$ cat src/rtl/region_pr_scheduler_if.sv
// Bundle of the metadata streams, region statistics and partial-reconfiguration
// handshake that connect region_pr_scheduler to its surroundings.
interface region_pr_scheduler_if #(
    parameter int HTTP_META_WIDTH   = 8,
    parameter int OPERATOR_ID_WIDTH = 2,
    parameter int N_REGIONS         = 4,
    parameter int PNTR_BITS         = 2
);
    localparam int SEL_W  = (N_REGIONS > 1) ? $clog2(N_REGIONS) : 1;
    localparam int STAT_W = N_REGIONS * (OPERATOR_ID_WIDTH + PNTR_BITS);

    // Metadata sink
    logic                         meta_in_tvalid;
    logic                         meta_in_tready;
    logic [HTTP_META_WIDTH-1:0]   meta_in_tdata;

    // Live per-region statistics: {oid, load} per region
    logic [STAT_W-1:0]            region_stats_in;

    // Metadata source with region select
    logic                         meta_out_tvalid;
    logic                         meta_out_tready;
    logic [HTTP_META_WIDTH-1:0]   meta_out_tdata;
    logic [SEL_W-1:0]             lb_ctrl;

    // Reconfiguration engine handshake and status
    logic                         pr_req_valid;
    logic                         pr_req_ready;
    logic [SEL_W-1:0]             pr_region;
    logic [OPERATOR_ID_WIDTH-1:0] pr_oid;
    logic                         pr_done;
    logic                         pr_err;
    logic [15:0]                  pr_count;

    // Scheduler side
    modport slave (
        input  meta_in_tvalid, meta_in_tdata, region_stats_in,
        input  meta_out_tready, pr_req_ready, pr_done,
        output meta_in_tready, meta_out_tvalid, meta_out_tdata, lb_ctrl,
        output pr_req_valid, pr_region, pr_oid, pr_err, pr_count
    );

    // Environment side (metadata producer/consumer, PR engine, region monitor)
    modport master (
        output meta_in_tvalid, meta_in_tdata, region_stats_in,
        output meta_out_tready, pr_req_ready, pr_done,
        input  meta_in_tready, meta_out_tvalid, meta_out_tdata, lb_ctrl,
        input  pr_req_valid, pr_region, pr_oid, pr_err, pr_count
    );
endinterface

$ cat src/rtl/region_pr_scheduler.sv
// Dispatches one metadata beat at a time to a compute region. Regions already
// holding the beat's operator are preferred (least loaded, lowest index); when
// none holds it, an idle region is reconfigured first. All outputs registered.
module region_pr_scheduler #(
    parameter int HTTP_META_WIDTH   = 8,
    parameter int OPERATOR_ID_WIDTH = 2,
    parameter int N_REGIONS         = 4,
    parameter int QDEPTH            = 4,
    parameter int PNTR_BITS         = $clog2(QDEPTH),
    parameter int PR_TIMEOUT        = 1024
) (
    input  logic                 aclk,
    input  logic                 aresetn,
    region_pr_scheduler_if.slave bus
);
    localparam int SEL_W  = (N_REGIONS > 1) ? $clog2(N_REGIONS) : 1;
    localparam int STAT_W = OPERATOR_ID_WIDTH + PNTR_BITS;
    localparam int TMO_W  = (PR_TIMEOUT > 1) ? $clog2(PR_TIMEOUT) : 1;

    localparam logic [TMO_W-1:0]     TMO_LAST  = TMO_W'(PR_TIMEOUT - 1);
    localparam logic [PNTR_BITS-1:0] LOAD_FULL = '1;

    typedef enum logic [2:0] {
        IDLE,
        DECIDE,
        PR_REQ,
        PR_WAIT,
        OUT
    } state_e;

    // Control state
    state_e                       state_q,           state_d;
    logic                         meta_in_tready_q,  meta_in_tready_d;
    logic                         meta_out_tvalid_q, meta_out_tvalid_d;
    logic                         pr_req_valid_q,    pr_req_valid_d;
    logic [SEL_W-1:0]             lb_ctrl_q,         lb_ctrl_d;
    logic [SEL_W-1:0]             pr_region_q,       pr_region_d;
    logic [OPERATOR_ID_WIDTH-1:0] pr_oid_q,          pr_oid_d;
    logic                         pr_err_q,          pr_err_d;
    logic [15:0]                  pr_count_q,        pr_count_d;

    // Beat payload and working registers (no reset needed)
    logic [HTTP_META_WIDTH-1:0]   beat_q,            beat_d;
    logic [HTTP_META_WIDTH-1:0]   meta_out_tdata_q,  meta_out_tdata_d;
    logic [OPERATOR_ID_WIDTH-1:0] req_oid_q,         req_oid_d;
    logic [SEL_W-1:0]             sel_q,             sel_d;
    logic [TMO_W-1:0]             tmo_cnt_q,         tmo_cnt_d;

    // Region decision
    logic [OPERATOR_ID_WIDTH-1:0] reg_oid  [N_REGIONS];
    logic [PNTR_BITS-1:0]         reg_load [N_REGIONS];
    logic                         hit_any;
    logic                         nf_hit_found;
    logic [SEL_W-1:0]             hit_sel;
    logic [PNTR_BITS-1:0]         hit_load;
    logic                         victim_found;
    logic [SEL_W-1:0]             victim_sel;

    // Split the flat statistics word into per-region operator and load fields
    always_comb begin
        for (int i = 0; i < N_REGIONS; i++) begin
            reg_oid[i]  = bus.region_stats_in[i*STAT_W + PNTR_BITS +: OPERATOR_ID_WIDTH];
            reg_load[i] = bus.region_stats_in[i*STAT_W +: PNTR_BITS];
        end
    end

    // Pick the least-loaded non-full hit and the lowest-index idle victim
    always_comb begin
        hit_any      = 1'b0;
        nf_hit_found = 1'b0;
        hit_sel      = '0;
        hit_load     = '0;
        victim_found = 1'b0;
        victim_sel   = '0;
        for (int i = 0; i < N_REGIONS; i++) begin
            if (reg_oid[i] == req_oid_q) begin
                hit_any = 1'b1;
                // Strict less-than keeps the lowest index on equal load
                if ((reg_load[i] != LOAD_FULL) &&
                    (!nf_hit_found || (reg_load[i] < hit_load))) begin
                    nf_hit_found = 1'b1;
                    hit_sel      = SEL_W'(i);
                    hit_load     = reg_load[i];
                end
            end
            if (!victim_found && (reg_load[i] == '0)) begin
                victim_found = 1'b1;
                victim_sel   = SEL_W'(i);
            end
        end
    end

    // Next-state and next-output computation for the dispatch sequence
    always_comb begin
        state_d           = state_q;
        meta_out_tvalid_d = meta_out_tvalid_q;
        pr_req_valid_d    = pr_req_valid_q;
        lb_ctrl_d         = lb_ctrl_q;
        pr_region_d       = pr_region_q;
        pr_oid_d          = pr_oid_q;
        pr_err_d          = pr_err_q;
        pr_count_d        = pr_count_q;
        beat_d            = beat_q;
        meta_out_tdata_d  = meta_out_tdata_q;
        req_oid_d         = req_oid_q;
        sel_d             = sel_q;
        tmo_cnt_d         = tmo_cnt_q;

        case (state_q)
            IDLE: begin
                if (bus.meta_in_tvalid && meta_in_tready_q) begin
                    beat_d    = bus.meta_in_tdata;
                    req_oid_d = bus.meta_in_tdata[OPERATOR_ID_WIDTH-1:0];
                    state_d   = DECIDE;
                end
            end
            DECIDE: begin
                if (nf_hit_found) begin
                    sel_d             = hit_sel;
                    lb_ctrl_d         = hit_sel;
                    meta_out_tdata_d  = beat_q;
                    meta_out_tvalid_d = 1'b1;
                    state_d           = OUT;
                end else if (!hit_any && victim_found) begin
                    // Only reconfigure when no region holds the operator at all;
                    // a busy-but-loaded region is waited on instead.
                    sel_d          = victim_sel;
                    pr_region_d    = victim_sel;
                    pr_oid_d       = req_oid_q;
                    pr_req_valid_d = 1'b1;
                    state_d        = PR_REQ;
                end
            end
            PR_REQ: begin
                if (bus.pr_req_ready) begin
                    pr_req_valid_d = 1'b0;
                    tmo_cnt_d      = '0;
                    state_d        = PR_WAIT;
                end
            end
            PR_WAIT: begin
                // Completion takes priority over a coincident timeout
                if (bus.pr_done) begin
                    if (pr_count_q != 16'hFFFF) begin
                        pr_count_d = pr_count_q + 16'd1;
                    end
                    lb_ctrl_d         = sel_q;
                    meta_out_tdata_d  = beat_q;
                    meta_out_tvalid_d = 1'b1;
                    state_d           = OUT;
                end else if (tmo_cnt_q == TMO_LAST) begin
                    pr_err_d = 1'b1;
                    state_d  = DECIDE;
                end else begin
                    tmo_cnt_d = tmo_cnt_q + 1'b1;
                end
            end
            OUT: begin
                if (bus.meta_out_tready) begin
                    meta_out_tvalid_d = 1'b0;
                    state_d           = IDLE;
                end
            end
            default: begin
                state_d = IDLE;
            end
        endcase

        // Ready is a registered decode of the next state so it drops the
        // cycle a beat is taken and stays low through reset.
        meta_in_tready_d = (state_d == IDLE);
    end

    // State register: control reset synchronously, payload registers free-running
    always_ff @(posedge aclk) begin
        beat_q           <= beat_d;
        meta_out_tdata_q <= meta_out_tdata_d;
        req_oid_q        <= req_oid_d;
        sel_q            <= sel_d;
        tmo_cnt_q        <= tmo_cnt_d;
        if (!aresetn) begin
            state_q           <= IDLE;
            meta_in_tready_q  <= 1'b0;
            meta_out_tvalid_q <= 1'b0;
            pr_req_valid_q    <= 1'b0;
            lb_ctrl_q         <= '0;
            pr_region_q       <= '0;
            pr_oid_q          <= '0;
            pr_err_q          <= 1'b0;
            pr_count_q        <= '0;
        end else begin
            state_q           <= state_d;
            meta_in_tready_q  <= meta_in_tready_d;
            meta_out_tvalid_q <= meta_out_tvalid_d;
            pr_req_valid_q    <= pr_req_valid_d;
            lb_ctrl_q         <= lb_ctrl_d;
            pr_region_q       <= pr_region_d;
            pr_oid_q          <= pr_oid_d;
            pr_err_q          <= pr_err_d;
            pr_count_q        <= pr_count_d;
        end
    end

    assign bus.meta_in_tready  = meta_in_tready_q;
    assign bus.meta_out_tvalid = meta_out_tvalid_q;
    assign bus.meta_out_tdata  = meta_out_tdata_q;
    assign bus.lb_ctrl         = lb_ctrl_q;
    assign bus.pr_req_valid    = pr_req_valid_q;
    assign bus.pr_region       = pr_region_q;
    assign bus.pr_oid          = pr_oid_q;
    assign bus.pr_err          = pr_err_q;
    assign bus.pr_count        = pr_count_q;

endmodule
$ cat src/flat_wrapper.sv
// flat-port wrapper written by rule: the top's interface ports become plain ports
module region_pr_scheduler_flat 
#(
    parameter int HTTP_META_WIDTH   = 8,
    parameter int OPERATOR_ID_WIDTH = 2,
    parameter int N_REGIONS         = 4,
    parameter int QDEPTH            = 4,
    parameter int PNTR_BITS         = $clog2(QDEPTH),
    parameter int PR_TIMEOUT        = 1024
)
  (aclk, aresetn, bus_meta_in_tvalid, bus_meta_in_tdata, bus_region_stats_in, bus_meta_out_tready, bus_pr_req_ready, bus_pr_done, bus_meta_in_tready, bus_meta_out_tvalid, bus_meta_out_tdata, bus_lb_ctrl, bus_pr_req_valid, bus_pr_region, bus_pr_oid, bus_pr_err, bus_pr_count);
  region_pr_scheduler_if #(.HTTP_META_WIDTH(HTTP_META_WIDTH), .OPERATOR_ID_WIDTH(OPERATOR_ID_WIDTH), .N_REGIONS(N_REGIONS), .PNTR_BITS(PNTR_BITS)) bus_i ();
  input  logic aclk;
  input  logic aresetn;
  input wire logic [$bits(bus_i.meta_in_tvalid)-1:0] bus_meta_in_tvalid;
  input wire logic [$bits(bus_i.meta_in_tdata)-1:0] bus_meta_in_tdata;
  input wire logic [$bits(bus_i.region_stats_in)-1:0] bus_region_stats_in;
  input wire logic [$bits(bus_i.meta_out_tready)-1:0] bus_meta_out_tready;
  input wire logic [$bits(bus_i.pr_req_ready)-1:0] bus_pr_req_ready;
  input wire logic [$bits(bus_i.pr_done)-1:0] bus_pr_done;
  output wire logic [$bits(bus_i.meta_in_tready)-1:0] bus_meta_in_tready;
  output wire logic [$bits(bus_i.meta_out_tvalid)-1:0] bus_meta_out_tvalid;
  output wire logic [$bits(bus_i.meta_out_tdata)-1:0] bus_meta_out_tdata;
  output wire logic [$bits(bus_i.lb_ctrl)-1:0] bus_lb_ctrl;
  output wire logic [$bits(bus_i.pr_req_valid)-1:0] bus_pr_req_valid;
  output wire logic [$bits(bus_i.pr_region)-1:0] bus_pr_region;
  output wire logic [$bits(bus_i.pr_oid)-1:0] bus_pr_oid;
  output wire logic [$bits(bus_i.pr_err)-1:0] bus_pr_err;
  output wire logic [$bits(bus_i.pr_count)-1:0] bus_pr_count;
  assign bus_i.meta_in_tvalid = bus_meta_in_tvalid;
  assign bus_i.meta_in_tdata = bus_meta_in_tdata;
  assign bus_i.region_stats_in = bus_region_stats_in;
  assign bus_i.meta_out_tready = bus_meta_out_tready;
  assign bus_i.pr_req_ready = bus_pr_req_ready;
  assign bus_i.pr_done = bus_pr_done;
  assign bus_meta_in_tready = bus_i.meta_in_tready;
  assign bus_meta_out_tvalid = bus_i.meta_out_tvalid;
  assign bus_meta_out_tdata = bus_i.meta_out_tdata;
  assign bus_lb_ctrl = bus_i.lb_ctrl;
  assign bus_pr_req_valid = bus_i.pr_req_valid;
  assign bus_pr_region = bus_i.pr_region;
  assign bus_pr_oid = bus_i.pr_oid;
  assign bus_pr_err = bus_i.pr_err;
  assign bus_pr_count = bus_i.pr_count;
  region_pr_scheduler #(.HTTP_META_WIDTH(HTTP_META_WIDTH), .OPERATOR_ID_WIDTH(OPERATOR_ID_WIDTH), .N_REGIONS(N_REGIONS), .QDEPTH(QDEPTH), .PNTR_BITS(PNTR_BITS), .PR_TIMEOUT(PR_TIMEOUT)) u_core (.aclk(aclk), .aresetn(aresetn), .bus(bus_i));
endmodule
$ cat config.mk
export PLATFORM = sky130hd
export DESIGN_NAME = region_pr_scheduler_flat
export DESIGN_NICKNAME = d
export VERILOG_FILES = /design/src/rtl/region_pr_scheduler_if.sv /design/src/rtl/region_pr_scheduler.sv /design/src/flat_wrapper.sv
export SDC_FILE = /design/constraint.sdc
export NUM_CORES = 1
export LEC_CHECK = 0
export ABC_AREA = 1
export CORE_UTILIZATION = 50
export DETAILED_ROUTE_END_ITERATION = 8
export HOLD_SLACK_MARGIN = 0.1
export MAX_ROUTING_LAYER = met4
export PLACE_DENSITY_LB_ADDON = 0.05
export SETUP_SLACK_MARGIN = 0.15
export SYNTH_ARGS = -nofsm -noshare
export SYNTH_HDL_FRONTEND = slang
export SYNTH_SLANG_ARGS = --single-unit
$ cat constraint.sdc
create_clock -name aclk -period 4.4 [get_ports aclk]
set_input_delay 0.88 -clock aclk [delete_from_list [all_inputs] [get_ports aclk]]
set_output_delay 0.88 -clock aclk [all_outputs]
set_load 0.02 [all_outputs]
==> run_results.csv <==
group,metric,value,unit
outcome,outcome,"complete, no violations",
sta,finalSetupViolations,0,
critical_path,critical_path_class,"in2reg",
finish,n_antenna_cell,0,
die,die_height,77.8,um
sta,period_share,0.866,
global_route,grt_pass1_wl,9980,um
global_route,antenna_found_initial,0,
power_and_ir_drop,irDropWorstVdd,0.000224,V
sta,relSlewSlack,0.614,
sta,fin_tns_setup,0,ns
global_route,grt_pass1_vias,2309,
sta,final-max-slew-violation-count,0,
synth,ys.flop_type,"dfxtp_1",
power_and_ir_drop,finalPower,1.24,mW
min_path,hold_start,"u_core.beat_q[5]$_DFFE_PP_",
critical_path,cp_slowest_stage_delay,0.49,ns
die,start_util,0.521,
synth,synth-edff-count,28,
synth,synthCells,348,
global_route,grtUsageTotal,0.218,
sta,rsz0062_at_grt,"false",
critical_path,rrSetupSlack,0.96,ns
route,drt_pass1_iterations,4,
clocking,h-tree-depth,3,
critical_path,reg2reg_from,"u_core.req_oid_q[0]$_DFFE_PP_",
critical_path,cp_common_cell,"nand2_1",
critical_path,regToRegEndpoint,"u_core.bus.lb_ctrl[1]$_SDFFE_PN0P_",
placement,dp_slack,0.229,ns
die,ios,64,
route,via_per_inst,5.01,
finish,fin_area,0.00375,sq mm
die,coreArea,0.00551,sq mm
sta,fmaxAchievable,263,MHz
route,drt-total-wl,5940,um
min_path,hold_class,"reg2reg",
placement,hpwl,4570,um
critical_path,cp-end-kind,"flip-flop",
flow_run,max_cap_viol_count,0,
clocking,cts_buffer_depth,2,
route,drt_iter0_drc,161,
critical_path,cp_data_required_time,4.60,ns
sta,fin_crit,3.81,ns
global_route,grt_max_degree,20,
route,drcViolationCount,0,
placement,gp_congestion,0.804,
sta,hold_viol_final,0,
die,dieArea,0.00605,sq mm
clocking,ctsResizeCount,0,
clocking,cts_made_buffers,9,
finish,drive_gt1_frac,0.0969,
route,wire_per_inst,12.0,um
finish,area_growth,30.9,%
placement,dp_cells,479,
power_and_ir_drop,p_leak,1.42,nW
clocking,clkTransAtPathRegs,0.06,ns
synth,syn-cell-area,0.00287,sq mm
synth,postSynth.asyncResetShare,0,
finish,nets,453,
clocking,cts_hold_repair.buffers,0,
power_and_ir_drop,power_density,330,mW/mm^2
sta,worstMarginPinSlew,0.578,ns
synth,synth_seq_cells,57,
clocking,cts_tree,"built",
clocking,cts_post_setup_buffers_inserted,0,
critical_path,cp-start-kind,"input port",
clocking,cts_root_buf,"clkbuf_8",
route,vias,2480,
critical_path,crit_arrival,4.00,ns
clocking,clock-sinks,57,
synth,yosysWarnings,0,
synth,synth_seq_area_share,0.495,
synth,ys_types,36,
min_path,worstHoldPathCells,0,
clocking,insertion_delay,0.33,ns
synth,synth_fp_nets,383,
critical_path,cp_max_fo,6,
sta,skew,0.00967,ns
critical_path,slowest_stage,"clkdlybuf4s50_1",
finish,final_cell_count_no_fill,495,
synth,synth_area_per_cell,8.24,sq um
critical_path,rr_worst_depth,25,
die,die_x,77.8,um
die,fp-row-count,27,
placement,dpl_cell_area,0.00357,sq mm
route,ant_nets,0,
global_route,grt_overflow,0,
sta,setup_slack,0.592,ns
min_path,whs_endpoint,"u_core.bus.meta_out_tdata[5]$_DFFE_PP_",
placement,portBuffers,63,
synthesized netlist by cell type (2+ instances only):
| master | count | share of area |
|---|---|---|
| a21oi_4 | 2 | 0.011 |
| clkbuf_1 | 2 | 0.0026 |
| nor4_1 | 4 | 0.0087 |
| o21ai_0 | 21 | 0.037 |
| ha_1 | 5 | 0.022 |
| nor2_1 | 49 | 0.064 |
| o21ai_2 | 2 | 0.0061 |
| inv_1 | 52 | 0.068 |
| nand2_1 | 55 | 0.072 |
| nand3_1 | 14 | 0.024 |
| dfxtp_1 | 29 | 0.20 |
| nor2_2 | 2 | 0.0044 |
| nand4_1 | 4 | 0.0087 |
| a21oi_2 | 3 | 0.0092 |
| inv_2 | 5 | 0.0065 |
| buf_6 | 2 | 0.0078 |
| o21ai_1 | 3 | 0.0052 |
| nand3_2 | 2 | 0.0070 |
| a21oi_1 | 20 | 0.035 |
| edfxtp_1 | 28 | 0.29 |
| nor3b_1 | 2 | 0.0052 |
| nor3_1 | 17 | 0.030 |
| a31oi_1 | 3 | 0.0065 |
| xnor2_1 | 6 | 0.018 |
| nand2_2 | 5 | 0.011 |
power by group:
group	leakage (nW)	internal, mW	switching (mW)
Sequential	0.493	0.583	0.0143
Combinational	0.835	0.0817	0.101
Clock	0.0897	0.257	0.202
Total	1.42	0.922	0.318
registers in the layout, indices dropped and copies added, names as in the netlist, 2 cells and up:
name / cells
u_core.bus.lb_ctrl: 2
u_core.tmo_cnt_q: 10
u_core.state_q: 3
u_core.beat_q: 7
u_core.sel_q: 2
u_core.bus.meta_out_tdata: 8
u_core.bus.pr_count: 16
u_core.bus.pr_region: 2
u_core.bus.pr_oid: 2
routing by layer:
metal / GRT usage / vias up / part of all wire / wire [um]
met4: 0.0736 / 0 / 0.0093 / 55
met1: 0.264 / 1118 / 0.47 / 2770
met2: 0.345 / 59 / 0.46 / 2740
met5: - / - / 0 / 0
met3: 0.0682 / 6 / 0.063 / 375
li1: - / 1297 / - / -
stage by stage:
stage	hold WS, ns	util
final	0.421	0.682
after global routing	0.426	0.682
after CTS	0.422	0.682
after detailed placement	0.407	0.648
after global placement	0.402	0.648
after floorplan	0.400	-
logic make-up after synthesis:
kind of cell | share of synthesized area
XOR/XNOR | 0.0270
AO/OA/AOI/OAI | 0.121
adder cells (fa/ha/maj) | 0.0218
flip-flops | 0.495
buffers and inverters | 0.0894
AND/OR/NAND/NOR | 0.245
how the worst max path moves through the flow:
stage	start	slack [ns]	cells after the start	endpoint
finish	bus_region_stats_in[2]	0.59	26	u_core.bus.lb_ctrl[1]$_SDFFE_PN0P_
global route	bus_region_stats_in[3]	0.26	27	u_core.bus.lb_ctrl[1]$_SDFFE_PN0P_
CTS	bus_region_stats_in[2]	0.57	26	u_core.bus.lb_ctrl[1]$_SDFFE_PN0P_
detailed placement	bus_region_stats_in[2]	0.23	26	u_core.bus.lb_ctrl[1]$_SDFFE_PN0P_
global placement	bus_region_stats_in[2]	0.32	26	u_core.bus.lb_ctrl[1]$_SDFFE_PN0P_
floorplan	bus_region_stats_in[2]	0.99	23	u_core.sel_q[0]$_DFFE_PP_
critical path, delay by kind of cell:
family                     cells  cell delay, ns
and+or+nand+nor               17            1.24
AOI/OAI and AO/OA              3            0.35
buffers and inverters          2            0.57
adders and majority gates      3            0.82
xor gates and xnor gates       1            0.12
cell type report:
| class | instances | area (sq um) |
|---|---|---|
| clock inverters | 6 | 58.8 |
| multi-input cells | 228 | 1200 |
| repair buffers | 65 | 646 |
| flip-flops and latches | 57 | 1420 |
| clock buffers | 10 | 128 |
| inverters | 57 | 214 |
| well taps | 72 | 90.1 |
| fillers | 481 | 1750 |
cells in the final DEF, fill, tap and decap left out, drive strengths merged:
cell type | synthesis | routed
clkinvlp | 0 | 2
nor3 | 17 | 17
nor2 | 52 | 52
o21ai | 26 | 26
edfxtp | 28 | 28
a22oi | 1 | 1
a31oi | 3 | 3
o311ai | 1 | 1
clkinv | 0 | 3
nor3b | 2 | 2
buf | 4 | 2
clkdlybuf4s50 | 0 | 63
nand4 | 4 | 4
nand2 | 61 | 61
a21oi | 25 | 25
o21a | 1 | 1
bufinv | 0 | 1
clkbuf | 2 | 10
dfxtp | 29 | 29
xor2 | 1 | 1
a2111oi | 1 | 1
nor4 | 4 | 4
or2 | 1 | 1
nand3 | 16 | 16
ha | 5 | 5
xnor2 | 7 | 7
inv | 57 | 57
Power figures use the tool's default switching activity.
